[src/rtl/cotm32_pkg.sv]
// Core-wide constants shared by the cotm32 datapath blocks.
package cotm32_pkg;
    localparam int XLEN     = 32;
    localparam int NUM_REGS = 32;
endpackage

[src/rtl/regfile_rport.sv]
// One register-file read port: storage mux, write-first bypass, zero/range masking.
// Latency 1 (REG_RDATA=1) or 0 (REG_RDATA=0); no backpressure, a read is accepted every cycle.
module regfile_rport
    import cotm32_pkg::*;
#(
    parameter int N_REGS    = NUM_REGS,
    parameter int N_WPORTS  = 1,
    parameter int REG_RDATA = 1,
    parameter int ZERO_REG  = 1,
    parameter int AW        = $clog2(N_REGS)
) (
    input  logic            i_clk,
    input  logic            i_rst_n,
    input  logic            i_ren,
    input  logic [AW-1:0]   i_raddr,
    input  logic [XLEN-1:0] i_regs  [0:N_REGS-1],
    input  logic            i_we    [0:N_WPORTS-1],
    input  logic [AW-1:0]   i_waddr [0:N_WPORTS-1],
    input  logic [XLEN-1:0] i_wdata [0:N_WPORTS-1],
    output logic [XLEN-1:0] o_rdata,
    output logic            o_rvalid
);

    logic            raddr_ok;
    logic [XLEN-1:0] eff_val;

    // A readable address implies any matching write is also not dropped,
    // so the bypass can compare against the raw write enables.
    assign raddr_ok = (int'(i_raddr) < N_REGS) && !((ZERO_REG != 0) && (i_raddr == '0));

    always_comb begin
        eff_val = '0;
        if (raddr_ok) begin
            eff_val = i_regs[i_raddr];
            for (int w = 0; w < N_WPORTS; w++) begin
                if (i_we[w] && (i_waddr[w] == i_raddr)) begin
                    eff_val = i_wdata[w];
                end
            end
        end
    end

    generate
        if (REG_RDATA != 0) begin : g_reg
            always_ff @(posedge i_clk or negedge i_rst_n) begin
                if (!i_rst_n) begin
                    o_rdata  <= '0;
                    o_rvalid <= 1'b0;
                end else begin
                    o_rvalid <= i_ren;
                    if (i_ren) begin
                        o_rdata <= eff_val;
                    end
                end
            end
        end else begin : g_comb
            // Gated by reset so the port reads as idle while the core is held in reset.
            assign o_rvalid = i_ren && i_rst_n;
            assign o_rdata  = o_rvalid ? eff_val : '0;
        end
    endgenerate

endmodule

[src/rtl/register_file_mp.sv]
// Multi-port integer register file: storage, write decode with highest-port-wins priority.
// Read latency set by REG_RDATA (1 or 0 cycles); writes land on the next edge; no backpressure.
module register_file_mp
    import cotm32_pkg::*;
#(
    parameter int  N_REGS    = NUM_REGS,
    parameter int  N_RPORTS  = 2,
    parameter int  N_WPORTS  = 1,
    parameter int  REG_RDATA = 1,
    parameter int  ZERO_REG  = 1,
    localparam int AW        = $clog2(N_REGS)
) (
    input  logic            i_clk,
    input  logic            i_rst_n,
    input  logic            i_ren    [0:N_RPORTS-1],
    input  logic [AW-1:0]   i_raddr  [0:N_RPORTS-1],
    output logic [XLEN-1:0] o_rdata  [0:N_RPORTS-1],
    output logic            o_rvalid [0:N_RPORTS-1],
    input  logic            i_we     [0:N_WPORTS-1],
    input  logic [AW-1:0]   i_waddr  [0:N_WPORTS-1],
    input  logic [XLEN-1:0] i_wdata  [0:N_WPORTS-1]
);

    logic [XLEN-1:0] regs  [0:N_REGS-1];
    logic [XLEN-1:0] reg_d [0:N_REGS-1];

    // Per-register decode; iterating ports in ascending order lets the highest port win.
    // Addresses beyond N_REGS never match a register index, so those writes fall away.
    always_comb begin
        for (int r = 0; r < N_REGS; r++) begin
            reg_d[r] = regs[r];
            if (!((ZERO_REG != 0) && (r == 0))) begin
                for (int w = 0; w < N_WPORTS; w++) begin
                    if (i_we[w] && (int'(i_waddr[w]) == r)) begin
                        reg_d[r] = i_wdata[w];
                    end
                end
            end
        end
    end

    always_ff @(posedge i_clk or negedge i_rst_n) begin
        if (!i_rst_n) begin
            for (int r = 0; r < N_REGS; r++) begin
                regs[r] <= '0;
            end
        end else begin
            for (int r = 0; r < N_REGS; r++) begin
                regs[r] <= reg_d[r];
            end
        end
    end

    generate
        for (genvar p = 0; p < N_RPORTS; p++) begin : g_rport
            regfile_rport #(
                .N_REGS    (N_REGS),
                .N_WPORTS  (N_WPORTS),
                .REG_RDATA (REG_RDATA),
                .ZERO_REG  (ZERO_REG),
                .AW        (AW)
            ) u_rport (
                .i_clk    (i_clk),
                .i_rst_n  (i_rst_n),
                .i_ren    (i_ren[p]),
                .i_raddr  (i_raddr[p]),
                .i_regs   (regs),
                .i_we     (i_we),
                .i_waddr  (i_waddr),
                .i_wdata  (i_wdata),
                .o_rdata  (o_rdata[p]),
                .o_rvalid (o_rvalid[p])
            );
        end
    endgenerate

endmodule
[config.mk]
export PLATFORM = sky130hd
export DESIGN_NAME = register_file_mp
export DESIGN_NICKNAME = d
export VERILOG_FILES = /design/src/rtl/cotm32_pkg.sv /design/src/rtl/regfile_rport.sv /design/src/rtl/register_file_mp.sv
export SDC_FILE = /design/constraint.sdc
export NUM_CORES = 2
export LEC_CHECK = 0
export CAP_MARGIN = 15
export CORE_MARGIN = 2
export CORE_UTILIZATION = 61
export CTS_CLUSTER_SIZE = 25
export DETAILED_ROUTE_END_ITERATION = 12
export PLACE_DENSITY_LB_ADDON = 0.3
export SLEW_MARGIN = 0
export SYNTH_ARGS = -nofsm -noshare
export SYNTH_HDL_FRONTEND = slang
export SYNTH_SLANG_ARGS = --single-unit
[constraint.sdc]
create_clock -name i_clk -period 1.9 [get_ports i_clk]
set_clock_uncertainty 0.05 [all_clocks]
set_input_delay 0.475 -clock i_clk [delete_from_list [all_inputs] [get_ports i_clk]]
set_output_delay 0.475 -clock i_clk [all_outputs]
set_load 0.005 [all_outputs]
== Word level (Yosys, flattened, before mapping) ==
Cells that the tools add are included.
W data, S select, Z words.

* Bits in registers: 1058
* Bits in latches: 0
* RAM bits: 0
* Bits in read-only memories: 0
* Input bits: 52
* Output and inout bits: 66
* Logic and storage cells: 117
* Memories kept: 0

* $add $sub $neg: 0
* Multiply operators: 0
* Div/mod/pow operators: 0
* Magnitude comparators: 2
* Eq/ne operators: 33
* Shift-type cells: 0
* Muxes and demuxes: 10
* Bitwise operators: 2
* Reduce and logical (&&, ||, !) cells: 35

{| class="wikitable"
|+ Operators by type and width
! cell !! number
|-
| $bmux W32 S5 || 2
|-
| $mux W32 || 8
|-
| $eq A5 B5 Y1 const B || 16
|-
| $eq A5 B4 Y1 const B || 8
|-
| $logic_and A1 B1 Y1 || 33
|-
| $eq A5 B3 Y1 const B || 4
|-
| $ge A6 B6 Y1 const B || 2
|-
| $not A5 Y6 || 2
|-
| $eq A5 B2 Y1 const B || 2
|-
| $eq A5 B5 Y1 || 2
|-
| $logic_not A5 Y1 || 2
|-
| $eq A5 B1 Y1 const B || 1
|}

== Logic depth before layout (Yosys ltp) ==
* Depth after elaboration: 6
* Mapped depth: 10

== Modules after synthesis ==
Synthesis repeated with hierarchy kept, for this count alone.

* Cell total of the unflattened synthesis: 4038
* Area total of the unflattened synthesis: 56893.3 µm²

{| class="wikitable"
|+ Modules (own cells, without submodules)
! module !! times used !! cells each !! area each (µm²) !! seq. area each (µm²)
|-
| register_file_mp || 1 || 2224 || 37156.9 || 24823.8
|-
| regfile_rport || 2 || 907 || 9868.2 || 825.8
|}

== Least setup slack after synthesis ==
OpenSTA, ideal clock, no wires.

* Path kind: input -> register
* Start point: in i_raddr[5] in the netlist's numbering
* End point: reg g_rport[0].u_rport.o_rdata[1]
* Setup time: 0.144 ns
* Arrival time: 2.018 ns
* Required time: 1.706 ns
* Path slack: -0.311 ns
* Cell stages on the path: 6
* Path through: buf_2 buf_2 buf_2 mux4_2 a222oi_1 a32oi_1

* Cells in the longest elaborated chain, start to end: 6

{| class="wikitable"
|+ Ends and longest elaborated chain
! item !! RTL line !! source
|-
| from (decl) || register_file_mp.sv:16 || <nowiki>input logic [AW-1:0] i_raddr [0:N_RPORTS-1],</nowiki>
|-
| $not A5 Y6 (implied by the code) || regfile_rport.sv:34 || <nowiki>eff_val = i_regs[i_raddr];</nowiki>
|-
| $bmux W32 S5 || regfile_rport.sv:34 ||
|-
| $mux W32 (implied by the code) (2 in series) || regfile_rport.sv:34 ||
|-
| $mux W32 || regfile_rport.sv:36 || <nowiki>if (i_we[w] && (i_waddr[w] == i_raddr)) begin</nowiki>
|-
| $mux W32 * || regfile_rport.sv:33 || <nowiki>if (raddr_ok) begin</nowiki>
|-
| to (signal assigned) || regfile_rport.sv:52 || <nowiki>o_rdata <= eff_val;</nowiki>
|-
| to (decl) || regfile_rport.sv:20 || <nowiki>output logic [XLEN-1:0] o_rdata,</nowiki>
|}

Mark *: on every way between the ends. The rest lies on a longest branch, timed or not. The select of a mux whose other input is x is not followed.
A chain may end at the register's enable or synchronous reset.

== Worst setup path in the final report ==
* Start point: in i_raddr[8] in the netlist's numbering
* End point: reg g_rport[0].u_rport.o_rdata[27]

Same word-level chain as after synthesis.

==> metrics.md <==
| Metric | Value |
|---|---|
| Leakage power of the design | roughly 31 nW |
| Number of primary I/O pins | between 100 and 150 |
| Placement-stage cell area | 64300 um^2 |
| Total of flip-flops plus latches after synthesis | around 1100 |
| Status | finished, violations left |
| Endpoint class of the critical path | flip-flop |
| Leading cell type in the layout, fill and taps excluded | sky130_fd_sc_hd__mux2_2 |
| Setup slack of the worst register-to-register path | 0 ps |
| Via count of the first global-routing pass | 43700 |
| Tmin final | roughly 1900 ps |
| Max-cap violation count | 0 |
| FILL cells | between 5000 and 6000 |
| Maximum level of the CTS H-tree | 3 |
| Ant. Diodes | 0 |
| Remaining number of nets flagged by the antenna check after routing | 0 |
| Average cell area after synthesis | about 14 um^2 |
| Final setup TNS | -65.4 ps |
| Arr. time, crit path | 2490 ps |
| Leading cell types in the layout, fill and taps excluded | sky130_fd_sc_hd__mux2_2 (1053), sky130_fd_sc_hd__dfrtp_1 (1046), sky130_fd_sc_hd__buf_4 (419) |
| Total congestion overflow | 0 |
| Multiplexer fraction of the synthesized cell area | 39.0% |
| Final setup margin | -13.7 ps |
| Highest Clock Rate | about 520 MHz |
| Number of rows created at floorplan | approximately 110 |
| Final HPWL from detailed placement | between 100000 and 150000 um |
| Number of nets produced by synthesis | 4159 |
| Total standard cell area after synthesis | between 50000 and 60000 um^2 |
| Layout cells sized above 1 | roughly half |
| Routed via count divided by cell count | around 7.2 |
| Worst hold path type | input port to async pin |
| Post-synthesis simple-gate area fraction | about 3.3% |
| Number of sinks on the clock net | approximately 1100 |
| Grt met1 use | 53.8% |
| Die height | ~310 um |
| Die area | roughly 95000 um^2 |
| Width of the die | slightly above 300 um |
| Sequential cell area fraction in the yosys report | 46.8% |
| Antenna violations before repair | 1 |
| Top FF cell, synth | sky130_fd_sc_hd__dfrtp_1 |
| Startpoint type of the worst setup path | input port |
| Pin count of the biggest net entering global routing | 83 |
| Capturing point of the worst reg2reg path | g_rport[0].u_rport.o_rdata[17] |
| CTS tree | yes |
| Worst Tran Pin Value | between 700 and 800 ps |
| Area inside the core boundary | 91800 um^2 |
| Clock insertion delay at the later pin of the skew report | 710 ps |
| GR Layer Usage met3 | between 10% and 20% |
| Largest family of logic cells by synthesized area | multiplexers |
| FFs w/ async S/R, synth | 100% |
| Final Instance Area | 68900 um^2 |
| Count of buffers inserted at the top-level ports | roughly 120 |
| Detailed-route via count | about 42000 |
| Drt drc | 0 |
| Post-synth EDFFs | 0 |
| Synthesized-area fraction occupied by ao, oa, aoi and oai cells | just under 7% |
| Placed cells | between 5000 and 6000 |
| Final count of pins violating max slew | 0 |
| Final Setup Violations | 9 |
| Detailed-router iteration count before antenna repair | 6 |
| Final hold viol count | 0 |
| Violation count after the first detailed-route iteration | between 5000 and 6000 |
| Met2 Resource Use GR | 59.5% |
| Root buffer selected by CTS | sky130_fd_sc_hd__clkbuf_16 |
| Number of warnings issued by yosys | 0 |
| Failing checks | negative setup slack |
| Peak-usage layer in the global routing report | met2 |
| Count of different cell masters after synthesis | 63 |
| First-pass GRT wire length | ~280000 um |
| Slew headroom | roughly half |
| Top cell type's share of synthesized area | between 40% and 50% |
| Cell type with the highest aggregate area in the netlist | sky130_fd_sc_hd__dfrtp_1 |
| Launch point of the worst reg-to-reg path | regs[945] |
| Period utilisation layout | 101% |
| Clock transition at path regs | 70 ps |
| Final wirelength | ~190000 um |
| Cell types occupying the most area after synthesis | sky130_fd_sc_hd__dfrtp_1 (47%), sky130_fd_sc_hd__mux2_2 (21%), sky130_fd_sc_hd__mux4_2 (13%) |
| Synthesis-to-finish area growth | 21.7% |
| Crit Path Class | input port to flip-flop |
| XOR/XNOR Fraction of Synth Area | less than 1% |
| Number of buffers on the longest clock path | 3 |
| Cts bufs inserted | approximately 110 |
| Post-Layout Cell Count | a little under 6000 |
| Starting density of the core | between 60% and 70% |
| Combined flip-flop and latch cell area | about 26000 um^2 |
| Worst voltage drop across the vdd grid | between 0.8 and 0.9 mV |
| Post-synthesis share of cell area spent on full adders, half adders and majority gates | 0% |
| Net total in the final layout | 4585 |
| Unrepaired setup endpoints after global routing | true |
| Total area of multi-input combinational cells | approximately 28000 um^2 |
| Max Fanout on Critical Path | 8 |
| GRT Overall Usage | 40.3% |
| Routed length per instance | ~33 um |
| Synth Instances | slightly above 4000 |
| Routability congestion estimate from global placement | around 0.93 |
| Power Dens Cells | 1000 nW/um^2 |
| Post-place setup slack | -884 ps |
| Depth of the worst register-to-register path | 5 |
| Worst endpoint required time | approximately 2500 ps |
==> critical path, cell delays in order <==
cell	delay, ps
sky130_fd_sc_hd__clkdlybuf4s50_1	580
sky130_fd_sc_hd__buf_4	270
sky130_fd_sc_hd__nor3_2	110
sky130_fd_sc_hd__buf_4	150
sky130_fd_sc_hd__a211o_1	310
sky130_fd_sc_hd__o32ai_2	310
sky130_fd_sc_hd__nor3_1	130
sky130_fd_sc_hd__a21oi_1	140
==> sequential cells by signal (all words and copies together) (netlist names) <==
name and count:
regs 992, g_rport.u_rport.o_rdata 64, g_rport.u_rport.o_rvalid 2
==> synthesized netlist by cell type, types with 4 or more instances <==
cell type and n:
sky130_fd_sc_hd__o311a_1 29, sky130_fd_sc_hd__mux2_1 7, sky130_fd_sc_hd__nand2b_1 10, sky130_fd_sc_hd__nand3_1 30, sky130_fd_sc_hd__nor2b_1 31, sky130_fd_sc_hd__a221oi_1 12, sky130_fd_sc_hd__o2111ai_1 4, sky130_fd_sc_hd__buf_6 21
sky130_fd_sc_hd__a211oi_1 18, sky130_fd_sc_hd__nor2_1 91, sky130_fd_sc_hd__xnor2_1 6, sky130_fd_sc_hd__o2bb2ai_1 7, sky130_fd_sc_hd__clkbuf_1 198, sky130_fd_sc_hd__mux4_2 318, sky130_fd_sc_hd__inv_1 18, sky130_fd_sc_hd__and2_1 4
sky130_fd_sc_hd__nor4_1 17, sky130_fd_sc_hd__a2bb2oi_1 29, sky130_fd_sc_hd__o21ai_0 79, sky130_fd_sc_hd__mux2i_1 296, sky130_fd_sc_hd__xor2_1 4, sky130_fd_sc_hd__dfrtp_1 1058, sky130_fd_sc_hd__buf_1 14, sky130_fd_sc_hd__buf_4 41
sky130_fd_sc_hd__a21oi_1 16, sky130_fd_sc_hd__a31oi_1 6, sky130_fd_sc_hd__o22ai_1 66, sky130_fd_sc_hd__buf_2 160, sky130_fd_sc_hd__a222oi_1 10, sky130_fd_sc_hd__a32oi_1 13, sky130_fd_sc_hd__a22oi_1 154, sky130_fd_sc_hd__a22o_1 29
sky130_fd_sc_hd__o221ai_1 6, sky130_fd_sc_hd__mux2_2 1054, sky130_fd_sc_hd__o311ai_0 26, sky130_fd_sc_hd__nor3_1 17, sky130_fd_sc_hd__nand2_1 135, sky130_fd_sc_hd__or3_1 6, sky130_fd_sc_hd__nand4_1 31
==> stage by stage <==
stage | total power [mW] | utilization (%) | hold WS, ps
after CTS | 68.6 | 74.5 | 156
after global placement | 44.2 | 70.0 | 303
after global routing | 71.4 | 75.0 | 184
final | 69.1 | 75.0 | 167
after detailed placement | 45.2 | 70.0 | 305
after floorplan | 39.4 | - | 129
==> repair_timing <==
| item | CTS | global route |
|---|---|---|
| setup buffers | 22 | 8 |
| endpoints found under the hold margin | 173 | 0 |
| setup endpoints to repair | 238 | 390 |
| hold buffers | 1 | 0 |
| gates resized for setup | 202 | 87 |
| gates cloned | 1 | 6 |
| pin swaps | 4 | 6 |
==> metal layers <==
layer	wire, um	up-vias
met5	83	-
met4	14600	4
met3	23700	898
met2	84400	2986
met1	69800	21700
li1	-	16600
==> cell families after synthesis <==
family	Yosys count
mux	1675
flops	1058
compound gates	519
buf+inv	455
simple gates	390
xor+xnor	10
==> power breakdown <==
part           leakage (nW)  switching (mW)  internal (mW)  total (mW)
Sequential             13.5            3.45           26.9        30.4
Combinational          15.3            6.34           8.77        15.1
Clock                  1.96            9.49           14.1        23.6
==> final cells by class <==
| type | instances | area share, % |
|---|---|---|
| Sequential cell | 1058 | 38.5 |
| Tap cell | 1243 | 2.26 |
| Timing Repair Buffer | 748 | 12.1 |
| Clock buffer | 165 | 4.90 |
| Inverter | 20 | 0.114 |
| Multi-Input combinational cell | 2594 | 41.3 |
| Clock inverter | 41 | 0.839 |
==> how the worst max path moves through the flow <==
| stage | startpoint | end | slack [ps] | cells past startpoint |
|---|---|---|---|---|
| global placement | i_waddr[4] | g_rport[0].u_rport.o_rdata[17] | -800 | 8 |
| CTS | g_rport[0].u_rport.o_rdata[0] | o_rdata[32] | -40 | 1 |
| finish | i_raddr[8] | g_rport[0].u_rport.o_rdata[27] | -10 | 8 |
| detailed placement | i_waddr[4] | g_rport[0].u_rport.o_rdata[28] | -880 | 8 |
| global route | i_raddr[3] | g_rport[1].u_rport.o_rdata[19] | -40 | 10 |
| floorplan | i_raddr[0] | g_rport[1].u_rport.o_rdata[3] | -120 | 7 |
Power figures use the tool's default switching activity.
